===== src/rtl/cpu_ctrl_pkg.sv =====
// ---------------------------------------------------------------------------
// cpu_ctrl_pkg
// Shared constants for the CPU control unit: FSM state encoding, instruction
// opcode/op field values, ALU operation codes, writeback-select one-hot codes
// and shifter control codes.
// No ports (package).
// ---------------------------------------------------------------------------
package cpu_ctrl_pkg;

    // FSM state encoding
    localparam logic [2:0] ST_WAIT      = 3'd0;
    localparam logic [2:0] ST_DECODE    = 3'd1;
    localparam logic [2:0] ST_GET_A     = 3'd2;
    localparam logic [2:0] ST_GET_B     = 3'd3;
    localparam logic [2:0] ST_ALU       = 3'd4;
    localparam logic [2:0] ST_WRITE_IMM = 3'd5;
    localparam logic [2:0] ST_WRITE_REG = 3'd6;

    typedef enum logic [2:0] {
        S_WAIT      = ST_WAIT,
        S_DECODE    = ST_DECODE,
        S_GET_A     = ST_GET_A,
        S_GET_B     = ST_GET_B,
        S_ALU       = ST_ALU,
        S_WRITE_IMM = ST_WRITE_IMM,
        S_WRITE_REG = ST_WRITE_REG
    } state_t;

    // Instruction classes (IR[15:13]) and sub-operations (IR[12:11])
    localparam logic [2:0] OPC_MOV    = 3'b110;
    localparam logic [2:0] OPC_ALU    = 3'b101;
    localparam logic [1:0] OP_MOVIMM  = 2'b10;
    localparam logic [1:0] OP_MOVREG  = 2'b00;
    localparam logic [1:0] OP_ADD     = 2'b00;
    localparam logic [1:0] OP_CMP     = 2'b01;
    localparam logic [1:0] OP_AND     = 2'b10;
    localparam logic [1:0] OP_MVN     = 2'b11;

    // ALU operations
    localparam logic [1:0] ALUOP_ADD  = 2'b00;
    localparam logic [1:0] ALUOP_SUB  = 2'b01;
    localparam logic [1:0] ALUOP_AND  = 2'b10;
    localparam logic [1:0] ALUOP_NOTB = 2'b11;

    // Writeback select (one-hot)
    localparam logic [3:0] VSEL_C     = 4'b0001;
    localparam logic [3:0] VSEL_PC    = 4'b0010;
    localparam logic [3:0] VSEL_IMM8  = 4'b0100;
    localparam logic [3:0] VSEL_MDATA = 4'b1000;

    // Shifter control
    localparam logic [1:0] SH_NONE    = 2'b00;
    localparam logic [1:0] SH_LSL     = 2'b01;
    localparam logic [1:0] SH_LSR     = 2'b10;
    localparam logic [1:0] SH_ASR     = 2'b11;

endpackage


===== src/rtl/cpu_instr_dec.sv =====
// ---------------------------------------------------------------------------
// cpu_instr_dec
// Purely combinational instruction-register decoder. Splits the IR into its
// register/shift fields, produces the sign-extended immediates and classifies
// the instruction for the controller FSM.
// Ports:
//   ir_i          in   IW  instruction register contents
//   op_o          out  2   IR[12:11], reused directly as ALUop for ALU class
//   rn_o/rd_o/rm_o out RW  register fields IR[10:8], IR[7:5], IR[2:0]
//   sh_o          out  2   shift field IR[4:3]
//   sximm8_o      out  IW  sign-extended IR[7:0]
//   sximm5_o      out  IW  sign-extended IR[4:0]
//   is_*_o        out  1   instruction class flags
// ---------------------------------------------------------------------------
module cpu_instr_dec
    import cpu_ctrl_pkg::*;
#(
    parameter int IW = 16,
    parameter int RW = 3
) (
    input  logic [IW-1:0] ir_i,
    output logic [1:0]    op_o,
    output logic [RW-1:0] rn_o,
    output logic [RW-1:0] rd_o,
    output logic [RW-1:0] rm_o,
    output logic [1:0]    sh_o,
    output logic [IW-1:0] sximm8_o,
    output logic [IW-1:0] sximm5_o,
    output logic          is_movimm_o,
    output logic          is_movreg_o,
    output logic          is_alu_o,
    output logic          is_cmp_o,
    output logic          is_mvn_o,
    output logic          is_undef_o
);

    logic [2:0] opcode;

    assign opcode   = ir_i[15:13];
    assign op_o     = ir_i[12:11];
    assign rn_o     = ir_i[10:8];
    assign rd_o     = ir_i[7:5];
    assign sh_o     = ir_i[4:3];
    assign rm_o     = ir_i[2:0];

    assign sximm8_o = {{(IW-8){ir_i[7]}}, ir_i[7:0]};
    assign sximm5_o = {{(IW-5){ir_i[4]}}, ir_i[4:0]};

    // is_alu covers every 101 encoding (ADD/CMP/AND/MVN)
    assign is_movimm_o = (opcode == OPC_MOV) && (op_o == OP_MOVIMM);
    assign is_movreg_o = (opcode == OPC_MOV) && (op_o == OP_MOVREG);
    assign is_alu_o    = (opcode == OPC_ALU);
    assign is_cmp_o    = is_alu_o && (op_o == OP_CMP);
    assign is_mvn_o    = is_alu_o && (op_o == OP_MVN);
    assign is_undef_o  = !(is_movimm_o || is_movreg_o || is_alu_o);

endmodule


===== src/rtl/cpu_controller.sv =====
// ---------------------------------------------------------------------------
// cpu_controller
// Control unit for the simple CPU datapath: holds the instruction register
// and a Moore FSM that sequences register reads, ALU operation and
// writeback for MOV/ADD/CMP/AND/MVN.
// Ports:
//   clk, reset_n     clock and synchronous active-low reset
//   in               instruction word, captured into IR when load=1 in WAIT
//   load, s          IR capture / start strobes, honoured only in WAIT
//   w                1 only while idle in WAIT
//   readnum/writenum register file read/write selects
//   write            register file write enable
//   loada/b/c/s      A, B, C and status register loads
//   asel, bsel       operand select (zero for A, sximm5 for B)
//   vsel             one-hot writeback select
//   shift, ALUop     shifter and ALU controls
//   sximm8, sximm5   sign-extended immediates from IR
// ---------------------------------------------------------------------------
module cpu_controller
    import cpu_ctrl_pkg::*;
#(
    parameter int IW = 16,
    parameter int RW = 3
) (
    input  logic          clk,
    input  logic          reset_n,
    input  logic [IW-1:0] in,
    input  logic          load,
    input  logic          s,
    output logic          w,
    output logic [RW-1:0] readnum,
    output logic [RW-1:0] writenum,
    output logic          write,
    output logic          loada,
    output logic          loadb,
    output logic          loadc,
    output logic          loads,
    output logic          asel,
    output logic          bsel,
    output logic [3:0]    vsel,
    output logic [1:0]    shift,
    output logic [1:0]    ALUop,
    output logic [IW-1:0] sximm8,
    output logic [IW-1:0] sximm5
);

    state_t        state_q, state_d;
    logic [IW-1:0] ir_q, ir_d;

    // Registered outputs and their next values
    logic          w_q, w_d;
    logic [RW-1:0] readnum_q, readnum_d;
    logic [RW-1:0] writenum_q, writenum_d;
    logic          write_q, write_d;
    logic          loada_q, loada_d;
    logic          loadb_q, loadb_d;
    logic          loadc_q, loadc_d;
    logic          loads_q, loads_d;
    logic          asel_q, asel_d;
    logic          bsel_q, bsel_d;
    logic [3:0]    vsel_q, vsel_d;
    logic [1:0]    shift_q, shift_d;
    logic [1:0]    aluop_q, aluop_d;

    // Decoded IR fields
    logic [1:0]    op;
    logic [RW-1:0] rn, rd, rm;
    logic [1:0]    sh;
    logic          is_movimm, is_movreg, is_alu, is_cmp, is_mvn, is_undef;

    cpu_instr_dec #(
        .IW(IW),
        .RW(RW)
    ) u_dec (
        .ir_i        (ir_q),
        .op_o        (op),
        .rn_o        (rn),
        .rd_o        (rd),
        .rm_o        (rm),
        .sh_o        (sh),
        .sximm8_o    (sximm8),
        .sximm5_o    (sximm5),
        .is_movimm_o (is_movimm),
        .is_movreg_o (is_movreg),
        .is_alu_o    (is_alu),
        .is_cmp_o    (is_cmp),
        .is_mvn_o    (is_mvn),
        .is_undef_o  (is_undef)
    );

    // Next state and IR capture
    always_comb begin
        state_d = state_q;
        ir_d    = ir_q;
        case (state_q)
            S_WAIT: begin
                if (load) ir_d = in;
                if (s)    state_d = S_DECODE;
            end
            S_DECODE: begin
                if (is_undef)                  state_d = S_WAIT;
                else if (is_movimm)            state_d = S_WRITE_IMM;
                else if (is_movreg || is_mvn)  state_d = S_GET_B;
                else if (is_alu)               state_d = S_GET_A;
                else                           state_d = S_WAIT;
            end
            S_GET_A:     state_d = S_GET_B;
            S_GET_B:     state_d = S_ALU;
            S_ALU:       state_d = is_cmp ? S_WAIT : S_WRITE_REG;
            S_WRITE_IMM: state_d = S_WAIT;
            S_WRITE_REG: state_d = S_WAIT;
            default:     state_d = S_WAIT;
        endcase
    end

    // Outputs for the state being entered. Decoded fields come from the
    // current IR: every state that uses them is entered only after IR has
    // settled (the WAIT->DECODE step, where IR may change, uses no fields).
    always_comb begin
        w_d        = 1'b0;
        readnum_d  = '0;
        writenum_d = '0;
        write_d    = 1'b0;
        loada_d    = 1'b0;
        loadb_d    = 1'b0;
        loadc_d    = 1'b0;
        loads_d    = 1'b0;
        asel_d     = 1'b0;
        bsel_d     = 1'b0;
        vsel_d     = VSEL_C;
        shift_d    = SH_NONE;
        aluop_d    = ALUOP_ADD;
        case (state_d)
            S_WAIT:   w_d = 1'b1;
            S_DECODE: ;
            S_GET_A: begin
                readnum_d = rn;
                loada_d   = 1'b1;
            end
            S_GET_B: begin
                readnum_d = rm;
                loadb_d   = 1'b1;
            end
            S_ALU: begin
                shift_d = sh;
                if (is_movreg) begin
                    // MOV passes B through as 0 + B
                    asel_d  = 1'b1;
                    aluop_d = ALUOP_ADD;
                    loadc_d = 1'b1;
                end else if (is_cmp) begin
                    aluop_d = ALUOP_SUB;
                    loads_d = 1'b1;
                end else begin
                    aluop_d = op;
                    loadc_d = 1'b1;
                end
            end
            S_WRITE_IMM: begin
                vsel_d     = VSEL_IMM8;
                writenum_d = rn;
                write_d    = 1'b1;
            end
            S_WRITE_REG: begin
                vsel_d     = VSEL_C;
                writenum_d = rd;
                write_d    = 1'b1;
            end
            default: w_d = 1'b1;
        endcase
    end

    always_ff @(posedge clk) begin
        if (!reset_n) begin
            state_q    <= S_WAIT;
            ir_q       <= '0;
            w_q        <= 1'b1;
            readnum_q  <= '0;
            writenum_q <= '0;
            write_q    <= 1'b0;
            loada_q    <= 1'b0;
            loadb_q    <= 1'b0;
            loadc_q    <= 1'b0;
            loads_q    <= 1'b0;
            asel_q     <= 1'b0;
            bsel_q     <= 1'b0;
            vsel_q     <= VSEL_C;
            shift_q    <= SH_NONE;
            aluop_q    <= ALUOP_ADD;
        end else begin
            state_q    <= state_d;
            ir_q       <= ir_d;
            w_q        <= w_d;
            readnum_q  <= readnum_d;
            writenum_q <= writenum_d;
            write_q    <= write_d;
            loada_q    <= loada_d;
            loadb_q    <= loadb_d;
            loadc_q    <= loadc_d;
            loads_q    <= loads_d;
            asel_q     <= asel_d;
            bsel_q     <= bsel_d;
            vsel_q     <= vsel_d;
            shift_q    <= shift_d;
            aluop_q    <= aluop_d;
        end
    end

    assign w        = w_q;
    assign readnum  = readnum_q;
    assign writenum = writenum_q;
    assign write    = write_q;
    assign loada    = loada_q;
    assign loadb    = loadb_q;
    assign loadc    = loadc_q;
    assign loads    = loads_q;
    assign asel     = asel_q;
    assign bsel     = bsel_q;
    assign vsel     = vsel_q;
    assign shift    = shift_q;
    assign ALUop    = aluop_q;

endmodule


===== config.mk =====
export PLATFORM = sky130hd
export DESIGN_NAME = cpu_controller
export DESIGN_NICKNAME = d
export VERILOG_FILES = /design/src/rtl/cpu_ctrl_pkg.sv /design/src/rtl/cpu_instr_dec.sv /design/src/rtl/cpu_controller.sv
export SDC_FILE = /design/constraint.sdc
export NUM_CORES = 1
export LEC_CHECK = 0
export BUFFER_PORTS_ARGS = -buffer_cell sky130_fd_sc_hd__buf_2
export CORE_MARGIN = 5
export CORE_UTILIZATION = 45
export CTS_BUF_LIST = sky130_fd_sc_hd__clkbuf_4 sky130_fd_sc_hd__clkbuf_8
export CTS_CLUSTER_DIAMETER = 120
export DETAILED_ROUTE_END_ITERATION = 10
export PLACE_DENSITY_LB_ADDON = 0.08
export SLEW_MARGIN = 20
export SYNTH_ARGS = -nofsm -noshare
export SYNTH_HDL_FRONTEND = slang
export SYNTH_SLANG_ARGS = --single-unit

===== constraint.sdc =====
create_clock -name clk -period 3.7 [get_ports clk]
set_input_delay 0.74 -clock clk [delete_from_list [all_inputs] [get_ports clk]]
set_output_delay 0.74 -clock clk [all_outputs]
set_load 0.05 [all_outputs]

Word level (Yosys, flattened, before mapping)
Index checks and enable logic that the tools add are counted.

cells by class
  shifts and indexed selects = 0
  bitwise logic cells = 2
  order comparisons = 0
  mux-type cells = 19
  equal/unequal tests = 15
  reductions and logical operators = 15
  multipliers = 0
  divide/modulo/power cells = 0
  $add $sub $neg = 0

operator list
  kind                                                             number
  3-bit == test, second input constant                             6
  3-bit 2-to-1 mux                                                 5
  3-bit case mux with 5 select lines                               1
  3-bit by 2-bit == test with 1-bit output, second input constant  4
  3-bit case mux with 2 select lines                               2
  1-bit 2-to-1 mux                                                 9
  3-bit by 1-bit == test with 1-bit output, second input constant  2
  6-bit OR reduction                                               1
  2-bit == test, second input constant                             2
  1-bit logical AND                                                4
  2-bit 2-to-1 mux                                                 2
  2-bit AND reduction                                              2
  4-bit OR reduction                                               1
  3-bit logical NOT                                                1
  1-bit logical OR                                                 3
  3-bit OR reduction                                               1
  2-bit by 1-bit == test with 1-bit output, second input constant  1
  2-bit logical NOT                                                1
  1-bit NOT                                                        2
  2-bit OR reduction                                               1

word-level totals
  RAM bits = 0
  output and inout port bits = 54
  memories = 0
  input port bits = 20
  logic and storage cells = 66
  bits in latches = 0
  register bits after elaboration = 40
  ROM bits = 0

Depth between registers and ports, before layout
Gate-level depths: netlist (run 1).

  depth in word-level cells = 10
  depth in mapped cells = 7
  mapped depth without buffers = 6

Cells and area by module
From an unflattened synthesis (run 1), not the netlist that was laid out.

second synthesis, totals
  cells, all modules = 213
  area total of the unflattened synthesis = 1889.3 µm²

by module, submodules not included
  module          seq. area each (µm²)  area an instance (µm²)  times used  cells an instance
  cpu_controller  760.7                 1496.4                  1           161
  cpu_instr_dec   0.0                   392.9                   1           52

Worst setup path before layout (run 1)
OpenSTA, ideal clock, no wires.

  kind = input-to-reg
  start point = in s
  end point = reg loads_q, in the netlist loads
  setup slack = 2.082 ns
  stages on the path = 4
  path buffers = 0
  arrival = 1.544 ns
  library setup time = 0.074 ns
  data required time = 3.626 ns
  cell sequence = o21bai_1 > o22ai_2 > or3_4 > nor3_2

between the ends
  word-level cells in the longest chain between the ends = 5

RTL lines
  item                                line                   RTL
  from (decl)                         cpu_controller.sv:29   input logic s,
  3-bit 2-to-1 mux                    cpu_controller.sv:98   if (s) state_d = S_DECODE;
  3-bit case mux with 5 select lines  cpu_controller.sv:95   case (state_q)
  3-bit == test                       cpu_controller.sv:133  case (state_d)
  1-bit NOT (no line)                 --
  3-bit OR reduction (no line)        --
  to (signal assigned)                cpu_controller.sv:200  loads_q <= loads_d;
  to (decl)                           cpu_controller.sv:58   logic loads_q, loads_d;

Every way passes these cells.
A chain may end at the register's enable or synchronous reset.

Worst setup path in the final report (run 1)
  start point = reg ir_q[4]
  end point = out sximm5[5]

RTL lines
  item                    line                   RTL
  from (decl)             cpu_controller.sv:48   logic [IW-1:0] ir_q, ir_d;
  from (signal assigned)  cpu_controller.sv:192  ir_q <= ir_d;
  to (decl)               cpu_controller.sv:44   output logic [IW-1:0] sximm5

No word-level cell between the ends.

==> impl_metrics.env, run 1 <==
export IMPL_status="finished clean"
export IMPL_dp_cells=276
export IMPL_syn_avg_cell_area_um2=8.51
export IMPL_ff2ff_path_depth=5
export IMPL_startpoint_type="flip-flop"
export IMPL_coreArea_um2=3610
export IMPL_busiest_layer="met2"
export IMPL_htree_num_levels=2
export IMPL_power_total_mw=0.948
export IMPL_slowest_stage="dfxtp_1"
export IMPL_wl_per_cell_um=12.2
export IMPL_vias=1341
export IMPL_ant_nets=0
export IMPL_ys_ff_latch=38
export IMPL_grt_max_degree=20
export IMPL_synth_most_common_cell="nand2_1"
export IMPL_cts_resized=0
export IMPL_peakVddDrop_v=0.000250
export IMPL_die_y_um=70.7
export IMPL_drv_cap=0
export IMPL_track_usage_pct=14.0
export IMPL_pre_cts_slack_ns=1.65
export IMPL_clock_path_buffers=2
export IMPL_port_buffers=70
export IMPL_p_leak_nw=0.919
export IMPL_drc=0
export IMPL_dp_hpwl_um=2580
export IMPL_clk_pin_slew_worst_paths_ns=0.07
export IMPL_max_slew_margin_pct=55.6
export IMPL_rr_startpoint="ir_q[11]"
export IMPL_ioPinCount=74
export IMPL_cts_buffers_inserted=5
export IMPL_fin_crit_sh_pct=50.5
export IMPL_min_path_type="flip-flop to flip-flop"
export IMPL_via_per_inst=4.72
export IMPL_use_met2_pct=23.0
export IMPL_crit_chain="buf_2"
export IMPL_cp_end_kind="output port"
export IMPL_worstPathRequired_ns=2.96
export IMPL_dieArea_um2=5000
export IMPL_start_util_pct=46.0
export IMPL_synth_common_cells="nand2_1 (47), dfxtp_1 (38), buf_4 (35), a21oi_1 (19), nor2_1 (11)"
export IMPL_ys_seq_area_share_pct=45.8
export IMPL_rows=22
export IMPL_rsz0062_at_grt="no"
export IMPL_die_w_um=70.7
export IMPL_setup_viol=0
export IMPL_path_buf_inv=1
export IMPL_post_cts_setup_buffers=0
export IMPL_layoutNonFillerInstCount=284
export IMPL_synth_distinct_cells=35
export IMPL_ctsHoldBuffers=0
export IMPL_nets=255
export IMPL_antenna_found_initial=0
export IMPL_fin_crit_ns=1.87
export IMPL_tightest_slew_ns=0.664
export IMPL_tns_ns=0
export IMPL_path_delay_family="flip-flops"
export IMPL_slew_viol_final=0
export IMPL_n_antenna_cell=0
export IMPL_drt_iter0_drc=62
export IMPL_cts_tree="done"
export IMPL_ys_top_cells_by_area="dfxtp_1 (46%), buf_4 (16%), nand2_1 (11%)"
export IMPL_cts_sinks=38
export IMPL_synthFlopType="dfxtp_1"
export IMPL_hold_viol_final=0
export IMPL_yosysWarnings=0
export IMPL_synth_top_area_share_pct=45.8
export IMPL_gp_congestion=0.785
export IMPL_final_util_pct=53.1
export IMPL_cp_endpoint="sximm5[5]"
export IMPL_synth_area_um2=1660
export IMPL_drive_gt1_share_pct=36.9
export IMPL_fmax_mhz=535
export IMPL_cts_root_buffer="clkbuf_8"
export IMPL_reg2reg_slack_ns=1.99
export IMPL_clock_latency_ns=0.29
export IMPL_critical_path_class="flip-flop to output port"
export IMPL_gr_total_overflow=0
export IMPL_grtUsageMet1_pct=16.0
export IMPL_grt_first_pass_wirelength_um=5600
export IMPL_first_pass_iters=4
export IMPL_slowest_delay_ns=0.51
export IMPL_skew_ns=0.00266
export IMPL_synthArstFlopShare_pct=0
export IMPL_p_per_area_nw_per_um2=495
export IMPL_area_growth_pct=15.3
export IMPL_crit_start="ir_q[4]"
export IMPL_cp_arrival_ns=1.13
export IMPL_wirelength_um=3460
export IMPL_path_max_fanout=15
export IMPL_synth_edf_count=0
export IMPL_syn_inst=195
export IMPL_synth_top_cell_by_area="dfxtp_1"
export IMPL_fin_ws_ns=1.83
export IMPL_reg2reg_to="ALUop[0]"
export IMPL_grt_met3_usage_pct=6.68
export IMPL_crit_cells=1
export IMPL_grt_pass1_vias=1257
worst min path at each step:
stage | end | from | depth (start not counted) | slack (ns)
final | ir_q[9] | ir_q[9] | 2 | 0.48
after global routing | ir_q[8] | ir_q[8] | 2 | 0.51
after CTS | ir_q[9] | ir_q[9] | 2 | 0.48
after detailed placement | ir_q[6] | ir_q[6] | 2 | 0.47
after global placement | ir_q[3] | ir_q[3] | 2 | 0.47
after floorplan | ir_q[10] | ir_q[10] | 2 | 0.45
per-layer routing:
layer | part of all wire, % | up-vias
met5 | 0 | -
met4 | 1.2 | 0
met3 | 11 | 6
met2 | 45 | 62
met1 | 43 | 590
li1 | - | 683
area by class of cell:
cell class,count,area (um2)
well taps,48,60.1
fillers,352,1690
repair buffers,71,358
clock inverters,1,30.0
clock buffers,7,83.8
multi-input cells,116,611
flip-flops and latches,38,761
inverters,3,11.3
logic make-up (layout without fill, tap and decap cells):
| logic type | after synthesis | in the layout | share of synthesized area, % |
|---|---|---|---|
| other | 1 | 3 | 0.226 |
| AOI/OAI and AO/OA | 33 | 33 | 12.5 |
| and+or+nand+nor | 80 | 80 | 23.6 |
| buffers and inverters | 43 | 82 | 17.9 |
| DFF | 38 | 38 | 45.8 |
layout by cell type (no fill, tap or decap), types with 2 or more instances in the layout:
cell type  instances
nor2_1            11
nand3b_1           4
nor3_2             2
o22ai_1            3
a31oi_1            2
buf_2             70
inv_1              2
clkbuf_8           5
a21oi_1           19
nand2b_1           2
conb_1             3
dfxtp_1           38
and2_1             4
clkbuf_4           2
nand2_1           47
state kept, by name, summed over array words and instances (netlist names), 2 cells and up:
| name | count |
|---|---|
| ALUop | 2 |
| ir_q | 16 |
| readnum | 3 |
| shift | 2 |
| state_q | 3 |
| vsel | 2 |
| writenum | 3 |
where the power goes:
group	internal [mW]	switching [mW]
clock	0.216	0.133
sequential	0.422	0.0153
combinational	0.0371	0.124
stage by stage:
step | hold slack [ns] | area (um2)
after floorplan | 0.450 | 1670
after global placement | 0.465 | 1800
after detailed placement | 0.470 | 1800
after CTS | 0.484 | 1910
after global routing | 0.510 | 1910
final | 0.481 | 1910
tightest hold or removal path, delay by kind of cell (launching register included):
family	cells	cell delay [ns]
compound gates	1	0.05
flops	1	0.33
simple gates	1	0.06
No activity file was read; power rests on OpenSTA's default activity.
==> run 2, diff against run 1 <==
--- a/config.mk
+++ b/config.mk
@@ -5,9 +5,10 @@
 export SDC_FILE = /design/constraint.sdc
 export NUM_CORES = 1
 export LEC_CHECK = 0
+export ABC_AREA = 1
 export BUFFER_PORTS_ARGS = -buffer_cell sky130_fd_sc_hd__buf_2
 export CORE_MARGIN = 5
-export CORE_UTILIZATION = 45
+export CORE_UTILIZATION = 44
 export CTS_BUF_LIST = sky130_fd_sc_hd__clkbuf_4 sky130_fd_sc_hd__clkbuf_8
 export CTS_CLUSTER_DIAMETER = 120
 export DETAILED_ROUTE_END_ITERATION = 10
==> constraint.sdc (replaced) <==
create_clock -name clk -period 1.6 [get_ports clk]
set_input_delay 0.32 -clock clk [delete_from_list [all_inputs] [get_ports clk]]
set_output_delay 0.32 -clock clk [all_outputs]
set_load 0.05 [all_outputs]
==> impl_metrics.env, run 2 <==
export IMPL_status="finished clean"
export IMPL_p_leak_nw=0.971
export IMPL_ant_nets=0
export IMPL_p_per_area_nw_per_um2=1150
export IMPL_synth_edf_count=0
export IMPL_cts_resized=0
export IMPL_cts_root_buffer="clkbuf_8"
export IMPL_dp_cells=283
export IMPL_fin_crit_ns=1.41
export IMPL_drv_cap=0
export IMPL_largest_reg_flops=16
export IMPL_drt_iter0_drc=13
export IMPL_wirelength_um=3310
export IMPL_min_path_type="primary input to flip-flop"
export IMPL_p_clk_share_pct=28.4
export IMPL_use_met2_pct=21.5
export IMPL_grt_first_pass_wirelength_um=5040
export IMPL_crit_chain="buf_2"
export IMPL_p_comb_share_pct=24.6
export IMPL_drive_gt1_share_pct=38.8
export IMPL_syn_inst=200
export IMPL_dieArea_um2=5140
export IMPL_clock_path_buffers=2
export IMPL_via_per_inst=4.51
export IMPL_area_growth_pct=14.4
export IMPL_synth_mux_area_share_pct=0
export IMPL_slowest_stage="dfxtp_1"
export IMPL_synth_compound_area_share_pct=13.7
export IMPL_clock_latency_ns=0.28
export IMPL_synth_most_common_cell="dfxtp_1"
export IMPL_startpoint_type="flip-flop"
export IMPL_gp_congestion=0.778
export IMPL_port_buffers=70
export IMPL_ys_top_cells_by_area="dfxtp_1 (45%), buf_4 (16%), a21oi_1 (5.4%)"
export IMPL_vias=1308
export IMPL_setup_viol=0
export IMPL_track_usage_pct=12.8
export IMPL_yosysWarnings=0
export IMPL_first_pass_iters=4
export IMPL_synthArstFlopShare_pct=0
export IMPL_synth_area_um2=1670
export IMPL_synth_top_family_by_area="buffers and inverters"
export IMPL_start_util_pct=45.7
export IMPL_worstPathRequired_ns=1.28
export IMPL_cp_arrival_ns=1.09
export IMPL_cts_tree="done"
export IMPL_cp_end_kind="output port"
export IMPL_tns_ns=0
export IMPL_layoutNonFillerInstCount=290
export IMPL_power_switching_mw=0.758
export IMPL_path_max_fanout=14
export IMPL_busiest_layer="met2"
export IMPL_hold_viol_final=0
export IMPL_synth_adder_area_share_pct=0
export IMPL_path_buf_inv=1
export IMPL_clk_pin_slew_worst_paths_ns=0.07
export IMPL_synthXorXnorAreaFrac_pct=0
export IMPL_ctsHoldBuffers=0
export IMPL_critical_path_class="flip-flop to output port"
export IMPL_synthFlopType="dfxtp_1"
export IMPL_wl_per_cell_um=11.4
export IMPL_synth_simple_gate_area_share_pct=18.0
export IMPL_die_w_um=71.7
export IMPL_nets=262
export IMPL_p_int_mw=1.44
export IMPL_htree_num_levels=2
export IMPL_slowest_delay_ns=0.49
export IMPL_coreArea_um2=3660
export IMPL_cts_buffers_inserted=5
export IMPL_dp_hpwl_um=2590
export IMPL_die_y_um=71.7
export IMPL_path_delay_family="flip-flops"
export IMPL_synth_top_area_share_pct=45.5
export IMPL_ys_ff_latch=38
export IMPL_largest_register="ir_q"
export IMPL_ioPinCount=74
export IMPL_fin_crit_sh_pct=88.4
export IMPL_post_cts_setup_buffers=0
export IMPL_peakVddDrop_v=0.000637
export IMPL_antenna_found_initial=0
export IMPL_gr_total_overflow=0
export IMPL_slew_viol_final=0
export IMPL_synth_common_cells="dfxtp_1 (38), buf_4 (35), inv_1 (22), nand2_1 (20), a21oi_1 (18)"
export IMPL_rsz0062_at_grt="no"
export IMPL_grt_pass1_vias=1175
export IMPL_grtUsageMet1_pct=13.7
export IMPL_grt_max_degree=23
export IMPL_final_common_cell="buf_2"
export IMPL_n_antenna_cell=0
export IMPL_rows=22
export IMPL_skew_ns=0.00602
export IMPL_syn_avg_cell_area_um2=8.36
export IMPL_fmax_mhz=707
export IMPL_seqPwrFrac_pct=46.9
export IMPL_ys_seq_area_share_pct=45.5
export IMPL_sw_frac_of_total_pct=34.5
export IMPL_cts_sinks=38
export IMPL_final_cell_mix="buf_2 (70), dfxtp_1 (38), inv_1 (22), nand2_1 (20), a21oi_1 (18)"
export IMPL_synth_distinct_cells=26
export IMPL_grt_met3_usage_pct=6.59
export IMPL_drc=0
export IMPL_synth_top_cell_by_area="dfxtp_1"
[run 2: changes by cell type after synthesis, moves of 5 or more]
cell,delta
nand2_1,-27
inv_1,+20
o21ai_0,+15
nand3_1,+5
nand4_1,+7
[run 2: per-stage QoR]
step	setup WS [ns]	power (mW)	utilization, %	instance area, um2	hold slack (ns)
after floorplan	0.359	1.58	-	1680	0.444
after global placement	0.230	1.59	50.0	1830	0.457
after detailed placement	0.212	1.60	50.0	1830	0.458
after CTS	0.159	2.23	52.3	1910	0.304
after global routing	0.0623	2.31	52.3	1910	0.314
final	0.185	2.20	52.3	1910	0.318
[run 2: routing by layer]
metal | routed length [um] | share of wire, %
met1 | 1390 | 42
met2 | 1500 | 45
met3 | 363 | 11
met4 | 48 | 1.5
met5 | 0 | 0
[run 2: kinds of logic (layout without fill, tap and decap cells)]
| group | after synthesis | count (layout) |
|---|---|---|
| buffers and inverters | 65 | 105 |
| and+or+nand+nor | 56 | 56 |
| DFF | 38 | 38 |
| AOI/OAI and AO/OA | 40 | 40 |
| other | 1 | 3 |
[run 2: area by class of cell]
| cell class | count | area (um2) |
|---|---|---|
| clock buffer | 7 | 83.8 |
| fill | 373 | 1750 |
| tap | 48 | 60.1 |
| multi-input combinational | 99 | 542 |
| sequential | 38 | 761 |
| inverter | 25 | 93.8 |
| timing repair buffer | 73 | 373 |
[run 2: power groups by stage]
| stage | clock (mW) | combinational, mW | sequential [mW] |
|---|---|---|---|
| 6_report | 0.625 | 0.541 | 1.03 |
| 2_1_floorplan | 0 | 0.514 | 1.06 |
| 3_5_place_dp | 0 | 0.544 | 1.05 |
| 5_1_grt | 0.697 | 0.571 | 1.04 |
| 4_1_cts | 0.649 | 0.545 | 1.03 |
| 3_3_place_gp | 0 | 0.543 | 1.05 |
[run 2: path summary, 6_finish.rpt]
path / slack (ns) / cells past startpoint / start / to
max: 0.19 / 1 / ir_q[4] / sximm5[11]
min: 0.32 / 3 / in[15] / ir_q[15]
max reg2reg: 0.22 / 7 / state_q[0] / vsel[0]
min reg2reg: 0.46 / 2 / ir_q[3] / shift[0]
